[config.mk]
export PLATFORM = sky130hd
export DESIGN_NAME = mole_responder
export DESIGN_NICKNAME = d
export VERILOG_FILES = /design/src/rtl/mole_responder.sv
export SDC_FILE = /design/constraint.sdc
export NUM_CORES = 1
export LEC_CHECK = 0
export CAP_MARGIN = 25
export CORE_ASPECT_RATIO = 2
export CORE_MARGIN = 10
export CORE_UTILIZATION = 57
export DETAILED_ROUTE_END_ITERATION = 8
export PLACE_DENSITY = 0.82
export SYNTH_ARGS = -nofsm -noshare
export SYNTH_HDL_FRONTEND = slang
export SYNTH_SLANG_ARGS = --single-unit
[constraint.sdc]
create_clock -name clk_i -period 3.85 [get_ports clk_i]
set_input_delay 0.77 -clock clk_i [delete_from_list [all_inputs] [get_ports clk_i]]
set_output_delay 0.77 -clock clk_i [all_outputs]
set_load 0.01 [all_outputs]
[src/rtl/mole_responder.sv]
// Automated whack-a-mole player.
// Watches the four mole lines. After a fixed reaction time it pulses the
// matching hit line for a fixed hold time. It also counts issued hits and
// moles that escaped before the hit fired.
//
// Ports:
//   clk_i        system clock, rising edge
//   rst_i        synchronous reset, active-high
//   enable_i     responder active; low forces a return to idle
//   mole_i[3:0]  mole outputs from the game core (bit0 = mo1)
//   hit_o[3:0]   button drive to the game core (bit0 = in1); at most one bit set
//   busy_o       high whenever the responder is not idle
//   hits_sent_o  completed hit pulses, wraps
//   misses_o     moles that dropped before the hit fired, wraps
module mole_responder #(
  parameter int unsigned REACT_CYCLES = 5,
  parameter int unsigned HOLD_CYCLES  = 3,
  parameter int unsigned CNT_W        = 4
) (
  input  logic             clk_i,
  input  logic             rst_i,
  input  logic             enable_i,
  input  logic [3:0]       mole_i,
  output logic [3:0]       hit_o,
  output logic             busy_o,
  output logic [CNT_W-1:0] hits_sent_o,
  output logic [CNT_W-1:0] misses_o
);

  localparam logic [7:0] ReactLast = 8'(REACT_CYCLES - 1);
  localparam logic [7:0] HoldLast  = 8'(HOLD_CYCLES - 1);

  typedef enum logic [1:0] {StIdle, StWait, StPress, StCooldown} state_e;

  state_e           state_q, state_d;
  logic [3:0]       target_q, target_d;
  logic [3:0]       hit_q, hit_d;
  logic [7:0]       cnt_q, cnt_d;
  logic [CNT_W-1:0] hits_q, hits_d;
  logic [CNT_W-1:0] misses_q, misses_d;
  logic             busy_q, busy_d;

  // The targeted mole is still up.
  logic target_up;
  assign target_up = |(mole_i & target_q);

  always_comb begin
    state_d  = state_q;
    target_d = target_q;
    hit_d    = hit_q;
    cnt_d    = cnt_q;
    hits_d   = hits_q;
    misses_d = misses_q;

    if (!enable_i) begin
      // Abort from any state; counters hold, even for an interrupted press.
      state_d  = StIdle;
      hit_d    = 4'b0000;
      target_d = 4'b0000;
    end else begin
      unique case (state_q)
        StIdle: begin
          if (mole_i != 4'b0000) begin
            // Isolate the lowest set bit so simultaneous moles pick the lowest index.
            target_d = mole_i & (~mole_i + 4'd1);
            cnt_d    = 8'd0;
            state_d  = StWait;
          end
        end
        StWait: begin
          if (!target_up) begin
            // Escape wins even on the final reaction edge.
            state_d  = StIdle;
            misses_d = misses_q + CNT_W'(1);
          end else if (cnt_q == ReactLast) begin
            state_d = StPress;
            hit_d   = target_q;
            cnt_d   = 8'd0;
          end else begin
            cnt_d = cnt_q + 8'd1;
          end
        end
        StPress: begin
          if (cnt_q == HoldLast) begin
            hit_d   = 4'b0000;
            hits_d  = hits_q + CNT_W'(1);
            state_d = StCooldown;
          end else begin
            cnt_d = cnt_q + 8'd1;
          end
        end
        StCooldown: begin
          // Wait for this appearance to go away so it is not hit twice.
          if (!target_up) begin
            state_d  = StIdle;
            target_d = 4'b0000;
          end
        end
        default: state_d = StIdle;
      endcase
    end

    busy_d = (state_d != StIdle);
  end

  always_ff @(posedge clk_i) begin
    if (rst_i) begin
      state_q  <= StIdle;
      target_q <= 4'b0000;
      hit_q    <= 4'b0000;
      cnt_q    <= 8'd0;
      hits_q   <= '0;
      misses_q <= '0;
      busy_q   <= 1'b0;
    end else begin
      state_q  <= state_d;
      target_q <= target_d;
      hit_q    <= hit_d;
      cnt_q    <= cnt_d;
      hits_q   <= hits_d;
      misses_q <= misses_d;
      busy_q   <= busy_d;
    end
  end

  assign hit_o       = hit_q;
  assign busy_o      = busy_q;
  assign hits_sent_o = hits_q;
  assign misses_o    = misses_q;

endmodule
==> results of run 1 <==
==> cell usage in the layout, fill, tap and decap left out, drive strengths merged, types with 2 or more instances in the layout <==
master and instances:
nand2b 6, o21ai 3, mux2i 6, a22oi 3, and3 2, nor3 4, a21boi 3, a22o 2
nand3b 4, and2 2, clkdlybuf4s50 19, a21oi 8, nor2 19, a2111oi 2, nand2 7, dfxtp 27
xor2 10, inv 5, ha 10, xnor2 2, nand3 10, nor4b 2, nand4 4, nor4 2
clkbuf 3
==> through the flow <==
| step | utilization, % | setup WS [ns] |
|---|---|---|
| 2_1_floorplan | - | 1.99 |
| 3_3_place_gp | 67.5 | 1.30 |
| 3_5_place_dp | 67.5 | 1.23 |
| 4_1_cts | 69.3 | 1.52 |
| 5_1_grt | 69.3 | 1.42 |
| 6_report | 69.3 | 1.51 |
==> synth_stat cells, drive strengths merged, types with 4 or more instances <==
master / instances / share of area, %
mux2i: 6 / 3.9
nand2b: 6 / 2.5
ha: 10 / 8.2
nand3b: 4 / 2.0
a21oi: 8 / 2.6
nand3: 10 / 3.3
xor2: 10 / 5.8
nand4: 4 / 1.6
nor2: 19 / 4.7
nand2: 7 / 1.7
nor3: 4 / 2.7
dfxtp: 27 / 35
inv: 5 / 1.2
==> sequential cells by signal, summed over array words and instances, names as in the netlist <==
name,cells
busy_o,1
cnt_q,8
hit_o,4
hits_sent_o,4
misses_o,4
state_q,2
target_q,4
==> routing by layer <==
layer  track usage (%)  share of wire [%]  vias up  wire [um]
li1                  -                  -      608          -
met1              12.6                 34      594       1200
met2              27.5                 58       36       2020
met3              3.25                4.8       11        169
met4              7.06                3.1        0        110
met5                 0                  0        -          0
==> layout make-up <==
class | count | share of cell area [%]
Clock buffer | 3 | 2.32
Clock inverter | 1 | 0.281
Inverter | 5 | 1.05
Multi-Input combinational cell | 123 | 53.4
Sequential cell | 27 | 30.3
Tap cell | 28 | 1.97
Timing Repair Buffer | 19 | 10.7
==> power breakdown <==
group	leakage (nW)	switching, mW	internal (mW)	total (mW)
registers	0.218	0.00431	0.283	0.288
logic	0.405	0.0342	0.0261	0.0604
clock network	0.0255	0.0903	0.0727	0.163
total	0.649	0.129	0.382	0.511
==> critical path: cells and delay by family <==
| family | cells | cell delay (ns) |
|---|---|---|
| compound gates | 3 | 1.00 |
| buf+inv | 1 | 0.65 |
| simple gates | 1 | 0.09 |
==> final timing paths <==
kind,cells past startpoint,endpoint,from,slack [ns]
min reg2reg,2,hit_o[3],hit_o[3],0.48
max,5,cnt_q[5],mole_i[0],1.51
max reg2reg,7,hits_sent_o[3],cnt_q[0],1.96
min,2,hit_o[3],hit_o[3],0.48
==> logic make-up (layout without fill, tap and decap cells) <==
group	Yosys count	in the layout	synth area share (%)
AOI/OAI and AO/OA	28	28	17.2
xor gates and xnor gates	12	12	6.90
and+or+nand+nor	67	67	26.2
muxes	6	6	3.94
adders and majority gates	10	10	8.22
buffers and inverters	8	28	2.05
DFF	27	27	35.5
==> metrics.md, run 1 <==
| Metric | Value |
|---|---|
| CP arrival | `between 2 and 3 ns` |
| Clk_skew | `roughly 0.0022 ns` |
| # diodes | `0` |
| Max incr delay on CP | `about 0.65 ns` |
| RD Place Congestion | `~0.90` |
| Avg WL per Cell | `about 17 um` |
| Sequential Area | `between 500 and 600 um^2` |
| Worst Hold Class | `flip-flop to flip-flop` |
| Antenna violations before repair | `0` |
| CTS tree | `yes` |
| # Post-CTS Setup Buffers | `0` |
| Pwr Total | `around 510 uW` |
| Leak pwr | `roughly 0.65 nW` |
| Post-synthesis average cell area | `roughly 9.6 um^2` |
| Die height | `93.1 um` |
| Final Slew Violations | `0` |
| Reg clk slew, reported paths | `around 0.090 ns` |
| CTS root buf | `clkbuf_8` |
| Area Overhead vs Synth | `17.0%` |
| Layout cells sized above 1 | `a little over a tenth` |
| Total global routing overflow | `0` |
| Register area share after synthesis | `between 30% and 40%` |
| Rel. slew slack | `approximately two thirds` |
| Clock buffer depth | `2` |
| Final setup violation count | `0` |
| Final hold slack | `between 0.4 and 0.5 ns` |
| Tot GR Track Use | `between 10% and 20%` |
| Worst setup SP type | `primary input` |
| Row count | `26` |
| Asr flop ratio synth | `0%` |
| Initial Utilization | `between 50% and 60%` |
| Final-layout fill cell count | `roughly 190` |
| CP Capture Type | `flip-flop` |
| Worst-path cell chain | `clkdlybuf4s50_1, a22oi_2, a311oi_4, a41o_1, nor2_1` |
| First-pass GRT wire length | `between 6000 and 7000 um` |
| First drt pass iteration count | `4` |
| Slowest-stage cell, CP | `clkdlybuf4s50_1` |
| Synth warnings | `0` |
| Crit Path Max Fanout | `8` |
| IO buf count | `19` |
| Num CTS Buffers | `3` |
| Final Non-Filler Cells | `roughly 210` |
| Post_cts resized | `0` |
| Vias per cell | `6.06` |
| EDFF count, synth | `0` |
| Max Cap Violations | `0` |
| Cell Area, Synth | `about 0.0015 mm^2` |
| H-Tree Depth | `1` |
| Setup TNS | `0 ns` |
| Required time of the critical path | `approximately 4 ns` |
| Flops & latches, synth | `27` |
| Final period utilization | `between 60% and 70%` |
| Final Instance Area | `~0.0018 mm^2` |
| Status | `finished, final reports clean` |
| Min cycle time layout | `between 2 and 2.5 ns` |
| Nets@finish | `around 200` |
| Remaining DRCs | `0` |
| Post-Route WL | `around 3500 um` |
| Predominant post-synthesis flop cell | `dfxtp_1` |
| Post-DP HPWL | `approximately 2800 um` |
| Cell count after synthesis | `around 160` |
| Hold Fails Final Rpt | `0` |
| Die ar. | `~0.0053 mm^2` |
| Distinct cell type count after synthesis | `45` |
| Vias in the first global route | `approximately 1.4k` |
| Placed Area | `around 0.0017 mm^2` |
| Peak Freq | `between 400 and 500 MHz` |
| CTS Hold Bufs | `0` |
| Pin slew with the least headroom to its limit | `a little under 0.5 ns` |
| Initial DRC count | `19` |
| Die Width | `approximately 57 um` |
| Largest net degree at the start of global routing | `16` |
| Routed Antenna Nets | `0` |
| Worst ir drop on vdd | `~0.00026 V` |
| Crit Path Category | `primary input to flip-flop` |
| Area of the multi-input gates | `around 950 um^2` |
| TritonCTS Sinks | `27` |
| RSZ-0062 raised after global routing | `no` |
| Io pins | `20` |
| Syn nets | `roughly 180` |
| PwrDens | `approximately 290 mW/mm^2` |
| Dpl cells | `about 200` |
| Clock Latency Late Sink | `0.28 ns` |
| Via Count | `approximately 1.2k` |
| Core footprint | `about 0.0026 mm^2` |
Power figures use the tool's default switching activity.
==> inputs of run 2 (changes only) <==
--- a/config.mk
+++ b/config.mk
@@ -8,9 +8,9 @@
 export CAP_MARGIN = 25
 export CORE_ASPECT_RATIO = 2
 export CORE_MARGIN = 10
-export CORE_UTILIZATION = 57
+export CORE_UTILIZATION = 54
 export DETAILED_ROUTE_END_ITERATION = 8
-export PLACE_DENSITY = 0.82
+export PLACE_DENSITY = 0.78
 export SYNTH_ARGS = -nofsm -noshare
 export SYNTH_HDL_FRONTEND = slang
 export SYNTH_SLANG_ARGS = --single-unit
==> constraint.sdc (replaced) <==
create_clock -name clk_i -period 2.2 [get_ports clk_i]
set_input_delay 0.44 -clock clk_i [delete_from_list [all_inputs] [get_ports clk_i]]
set_output_delay 0.44 -clock clk_i [all_outputs]
set_load 0.01 [all_outputs]
==> run 2 against run 1 <==
Net effect: combinational power increased by 97%; non-clock buffer count grew 8; clock power is 77% higher; die area increased by 4.0%; design area rose by 3.4%; first-iteration DRC count up 37%; worst hold slack worse by 0.0011 ns; sequential cell count unchanged; final cell count rose by 4.4%; total power up 78%; setup slack worse by 1.3 ns; count of clock-buffer cells in the layout is the same.
==> metrics.md, run 2 (synthesized netlist as in run 1, its figures left out) <==
| Metric | Value |
|---|---|
| Status | `finished, final reports clean (unchanged)` |
| First drt pass iteration count | `4 (unchanged)` |
| Crit Reg-Reg Startpoint | `state_q[1] (was cnt_q[0])` |
| # diodes | `0 (unchanged)` |
| IO buf count | `19 (unchanged)` |
| Post_cts resized | `0 (unchanged)` |
| Max Cap Violations | `0 (unchanged)` |
| TritonCTS Sinks | `27 (unchanged)` |
| Clock buffer depth | `2 (unchanged)` |
| Utilization after layout | `67.4% (was 69.3%)` |
| Initial DRC count | `26 (was 19)` |
| Crit Path Category | `primary input to flip-flop (unchanged)` |
| Hold Crit Start | `hit_o[1] (was hit_o[3])` |
| Layout cells sized above 1 | `14.5% (was 10.7%)` |
| Initial Utilization | `55.6% (was 59.3%)` |
| Die Width | `57.6 um (was 56.5 um)` |
| Pin slew with the least headroom to its limit | `0.434 ns (was 0.494 ns)` |
| Clk_skew | `0.00361 ns (was 0.00219 ns)` |
| Row count | `27 (was 26)` |
| Most frequent cells in the layout | `27 x dfxtp_1, 19 x nor2_1, 19 x clkdlybuf4s50_1 (unchanged)` |
| Final setup violation count | `0 (unchanged)` |
| RD Place Congestion | `0.838 (was 0.901)` |
| Avg WL per Cell | `17.4 um (was 17.0 um)` |
| Post-Route WL | `3730 um (was 3500 um)` |
| Area Overhead vs Synth | `21.0% (was 17.0%)` |
| R2R setup slack | `0.26 ns (was 1.96 ns)` |
| H-Tree Depth | `1 (unchanged)` |
| Num CTS Buffers | `3 (unchanged)` |
| First-pass GRT wire length | `6230 um (was 6200 um)` |
| Vias per cell | `5.94 (was 6.06)` |
| PwrDens | `494 mW/mm^2 (was 287 mW/mm^2)` |
| Total global routing overflow | `0 (unchanged)` |
| Rel. slew slack | `70.9% (was 67.1%)` |
| Most common cell after layout, fill and taps aside | `dfxtp_1 (unchanged)` |
| Clock Latency Late Sink | `0.28 ns (about the same)` |
| Final-layout fill cell count | `235 (was 187)` |
| Die ar. | `0.00547 mm^2 (was 0.00526 mm^2)` |
| Reg clk slew, reported paths | `0.09 ns (about the same)` |
| RSZ-0062 raised after global routing | `no (unchanged)` |
| Io pins | `20 (unchanged)` |
| Largest net degree at the start of global routing | `16 (unchanged)` |
| Nets@finish | `204 (was 196)` |
| Required time of the critical path | `2.41 ns (was 4.01 ns)` |
| CTS tree | `yes (unchanged)` |
| Remaining DRCs | `0 (unchanged)` |
| Worst Hold Class | `flip-flop to flip-flop (unchanged)` |
| Via Count | `1,277 (was 1,249)` |
| Final period utilization | `between 80% and 90%` |
| Crit. Startpoint | `mole_i[2] (was mole_i[0])` |
| Hold Fails Final Rpt | `0 (unchanged)` |
| CTS Hold Bufs | `0 (unchanged)` |
| Worst ir drop on vdd | `0.000329 V (was 0.000262 V)` |
| Min cycle time layout | `slightly below 2 ns` |
| CTS root buf | `clkbuf_8 (unchanged)` |
| Max FFs per register | `8 (unchanged)` |
| Antenna violations before repair | `0 (unchanged)` |
| CP arrival | `2.16 ns (was 2.51 ns)` |
| R2r worst-path depth | `6 (was 7)` |
| Core footprint | `0.00274 mm^2 (was 0.00257 mm^2)` |
| CP Capture Type | `flip-flop (unchanged)` |
| Routed Antenna Nets | `0 (unchanged)` |
| Vias in the first global route | `1,345 (was 1,382)` |
| Leak pwr | `0.687 nW (was 0.649 nW)` |
| Most flop-heavy register | `cnt_q (unchanged)` |
| Crit Path Max Fanout | `8 (unchanged)` |
| Worst setup SP type | `primary input (unchanged)` |
| Die height | `95.1 um (was 93.1 um)` |
| Worst hold stages | `2 (unchanged)` |
| Tot GR Track Use | `14.0% (about the same)` |
| Post-DP HPWL | `2990 um (was 2820 um)` |
| Final Slew Violations | `0 (unchanged)` |
| Setup TNS | `0 ns (unchanged)` |
| Pwr Total | `910 uW (was 511 uW)` |
| # Post-CTS Setup Buffers | `0 (unchanged)` |
| Final hold slack | `0.475 ns (was 0.476 ns)` |
| Peak Freq | `between 500 and 600 MHz` |
-- run 2: cell count changes in the layout (fill, tap and decap cells not counted) --
cell and delta:
buf_4 +8
-- run 2: area by class of cell --
cell class / instances / area [um^2] / area share (%)
Clock buffer: 3 / 41.3 / 2.24
Timing Repair Buffer: 27 / 250 / 13.6
Clock inverter: 1 / 5.00 / 0.272
Inverter: 5 / 18.8 / 1.02
Sequential cell: 27 / 541 / 29.3
Tap cell: 29 / 36.3 / 1.97
Multi-Input combinational cell: 123 / 951 / 51.6
-- run 2: metal layers --
layer	vias to the layer above	track usage [%]	part of all wire [%]
li1	625	-	-
met5	-	0	0
met3	7	3.33	5.6
met4	0	4.92	1.5
met2	39	29.0	60
met1	606	11.9	33
-- run 2: path summary, 6_finish.rpt --
| check | endpoint |
|---|---|
| hold reg to reg | hit_o[1] |
| setup / recovery | hit_o[3] |
| setup reg to reg | cnt_q[6] |
| hold / removal | hit_o[1] |
-- run 2: critical path: stages --
cell and delay (ns):
clkdlybuf4s50_1 0.58, buf_4 0.16, a22o_1 0.17, o211ai_1 0.11, a22oi_2 0.39, nand3b_1 0.14
a21oi_1 0.17
-- run 2: metrics by stage --
stage	instance area, um^2	setup slack (ns)	cells
3_3_place_gp	1800	0.0501	211
4_1_cts	1840	0.259	215
6_report	1840	0.245	215
3_5_place_dp	1800	-0.00962	211
5_1_grt	1840	0.116	215
2_1_floorplan	1520	0.548	158
-- run 2: report_power, final --
group | switching [mW] | internal (mW) | total (mW) | leakage, nW
registers | 0.00774 | 0.496 | 0.504 | 0.218
logic | 0.0632 | 0.0554 | 0.119 | 0.443
clock network | 0.161 | 0.127 | 0.288 | 0.0255
total | 0.232 | 0.679 | 0.910 | 0.687
==> inputs of run 3 (changes only) <==
--- a/config.mk
+++ b/config.mk
@@ -6,7 +6,6 @@
 export NUM_CORES = 1
 export LEC_CHECK = 0
 export CAP_MARGIN = 25
-export CORE_ASPECT_RATIO = 2
 export CORE_MARGIN = 10
 export CORE_UTILIZATION = 54
 export DETAILED_ROUTE_END_ITERATION = 8
==> run 3 against run 2 <==
Net effect: via count stayed put; setup slack improved by 0.049 ns; global-route usage shrank 1.2 points; critical path depth unchanged; sequential cell count did not move; worst hold slack improved by 0.0038 ns; wire length fell by 13%; register-to-register slack improved by 0.04 ns; core utilization decreased by 0.72 points.
==> metrics.md, run 3 (synthesized netlist as in run 1, its figures left out) <==
| Metric | Value |
|---|---|
| Status | `finished, final reports clean (unchanged)` |
| CTS tree | `yes (unchanged)` |
| Area of the multi-input gates | `951 um^2 (unchanged)` |
| Die Width | `73.1 um (was 57.6 um)` |
| Worst hold stages | `2 (unchanged)` |
| Tot GR Track Use | `12.7% (was 14.0%)` |
| RD Place Congestion | `0.915 (was 0.838)` |
| H-Tree Depth | `1 (unchanged)` |
| Most frequent cells in the layout | `27 x dfxtp_1, 19 x nor2_1, 19 x clkdlybuf4s50_1 (unchanged)` |
| Core footprint | `0.00273 mm^2 (was 0.00274 mm^2)` |
| CP Capture Type | `flip-flop (unchanged)` |
| R2r worst-path depth | `5 (was 6)` |
| Remaining DRCs | `0 (unchanged)` |
| Sw Pwr | `224 uW (was 232 uW)` |
| Min cycle time layout | `1.91 ns (was 1.95 ns)` |
| Clock buffer depth | `2 (unchanged)` |
| # Post-CTS Setup Buffers | `0 (unchanged)` |
| Via Count | `1,277 (unchanged)` |
| IO buf count | `19 (unchanged)` |
| Power Internal | `621 uW (was 679 uW)` |
| Sequential Area | `541 um^2 (unchanged)` |
| Vias in the first global route | `1,213 (was 1,345)` |
| Crit Path Max Fanout | `5 (was 8)` |
| Largest net degree at the start of global routing | `17 (was 16)` |
| Setup TNS | `0 ns (unchanged)` |
| Final hold slack | `0.479 ns (was 0.475 ns)` |
| Max Cap Violations | `0 (unchanged)` |
| Die ar. | `0.00534 mm^2 (was 0.00547 mm^2)` |
| Initial Utilization | `55.7% (was 55.6%)` |
| Hold Fails Final Rpt | `0 (unchanged)` |
| Clk_skew | `0.00633 ns (was 0.00361 ns)` |
| R2R setup slack | `0.30 ns (was 0.26 ns)` |
| Pin slew with the least headroom to its limit | `0.403 ns (was 0.434 ns)` |
| Flop pwr share | `59.7% (was 55.3%)` |
| Vias per cell | `5.91 (was 5.94)` |
| Initial DRC count | `57 (was 26)` |
| Post-Route WL | `3250 um (was 3730 um)` |
| Crit Reg-Reg Startpoint | `state_q[1] (unchanged)` |
| Clk pwr share | `26.8% (was 31.6%)` |
| Worst ir drop on vdd | `0.000361 V (was 0.000329 V)` |
| First drt pass iteration count | `4 (unchanged)` |
| TritonCTS Sinks | `27 (unchanged)` |
| # diodes | `0 (unchanged)` |
| Final period utilization | `86.6% (was 88.8%)` |
| Post-DP HPWL | `2600 um (was 2990 um)` |
| Area Overhead vs Synth | `19.6% (was 21.0%)` |
| Nets@finish | `203 (was 204)` |
| Num CTS Buffers | `3 (unchanged)` |
| Most common cell after layout, fill and taps aside | `dfxtp_1 (unchanged)` |
| RSZ-0062 raised after global routing | `no (unchanged)` |
| Io pins | `20 (unchanged)` |
| CTS root buf | `clkbuf_4 (was clkbuf_8)` |
| Worst Hold Class | `flip-flop to flip-flop (unchanged)` |
| Crit Path Category | `primary input to flip-flop (unchanged)` |
| Reg clk slew, reported paths | `0.15 ns (was 0.09 ns)` |
| R2R Path End | `hit_o[1] (was cnt_q[6])` |
| Switching part of the total power | `26.5% (was 25.5%)` |
| Clock Latency Late Sink | `0.34 ns (was 0.28 ns)` |
| Max FFs per register | `8 (unchanged)` |
| Gate power share | `13.5% (was 13.0%)` |
| Most flop-heavy register | `cnt_q (unchanged)` |
| Avg WL per Cell | `15.0 um (was 17.4 um)` |
| Die height | `73.1 um (was 95.1 um)` |
| Worst setup SP type | `primary input (unchanged)` |
| Required time of the critical path | `2.44 ns (was 2.41 ns)` |
| CTS Hold Bufs | `0 (unchanged)` |
| Layout cells sized above 1 | `14.1% (was 14.5%)` |
| Total global routing overflow | `0 (unchanged)` |
| Peak Freq | `525 MHz (was 512 MHz)` |
| Post_cts resized | `0 (unchanged)` |
| Row count | `19 (was 27)` |
| Rel. slew slack | `73.0% (was 70.9%)` |
| Placed Area | `0.00179 mm^2 (was 0.00180 mm^2)` |
| Routed Antenna Nets | `0 (unchanged)` |
| Final-layout fill cell count | `227 (was 235)` |
| Hold Crit Start | `hit_o[2] (was hit_o[1])` |
| Hold Path End | `hit_o[2] (was hit_o[1])` |
| Leak pwr | `0.671 nW (was 0.687 nW)` |
| Final Slew Violations | `0 (unchanged)` |
| Final Instance Area | `0.00182 mm^2 (was 0.00184 mm^2)` |
| Antenna violations before repair | `0 (unchanged)` |
| First-pass GRT wire length | `5610 um (was 6230 um)` |
| Final setup violation count | `0 (unchanged)` |
| CP arrival | `2.15 ns (was 2.16 ns)` |
| PwrDens | `463 mW/mm^2 (was 494 mW/mm^2)` |
-- run 3: metrics by stage --
step	std cells	worst slack [ns]	utilization, %	power [mW]
6_report	216	0.294	66.6	0.844
5_1_grt	216	0.0994	66.6	0.881
4_1_cts	216	0.295	66.6	0.851
3_5_place_dp	212	-0.0260	65.5	0.628
3_3_place_gp	212	0.0570	65.5	0.625
2_1_floorplan	158	0.548	-	0.581
-- run 3: area by class of cell --
cell class,instances,share of cell area (%)
Clock buffer,3,1.24
Clock inverter,1,0.412
Inverter,5,1.03
Multi-Input combinational cell,123,52.2
Sequential cell,27,29.7
Tap cell,31,2.13
Timing Repair Buffer,26,13.3
-- run 3: power by group through the flow --
stage	registers [mW]	clock network (mW)	logic [mW]
floorplan	0.514	0	0.0663
global placement	0.514	0	0.111
detailed placement	0.515	0	0.113
CTS	0.504	0.233	0.114
global route	0.506	0.250	0.125
finish	0.504	0.226	0.114
-- run 3: worst max-delay path by stage --
stage	from	to	slack, ns
2_1_floorplan	state_q[0]	hits_sent_o[3]	0.55
3_3_place_gp	mole_i[3]	busy_o	0.06
3_5_place_dp	mole_i[2]	cnt_q[4]	-0.03
4_1_cts	state_q[1]	hits_sent_o[3]	0.30
5_1_grt	state_q[1]	hit_o[0]	0.1
6_report	mole_i[2]	cnt_q[4]	0.29
-- run 3: worst max-delay path, cell delays in order --
cell,delay [ns]
clkdlybuf4s50_1,0.62
a22oi_2,0.16
a311oi_4,0.36
buf_4,0.19
nand3_1,0.10
xor2_1,0.22
nor2_1,0.06
-- run 3: per-layer routing --
| metal | share of wire (%) | track usage (%) |
|---|---|---|
| met2 | 48 | 21.6 |
| met5 | 0 | 0 |
| met3 | 6.5 | 2.99 |
| met4 | 1.1 | 5.06 |
| met1 | 44 | 14.9 |
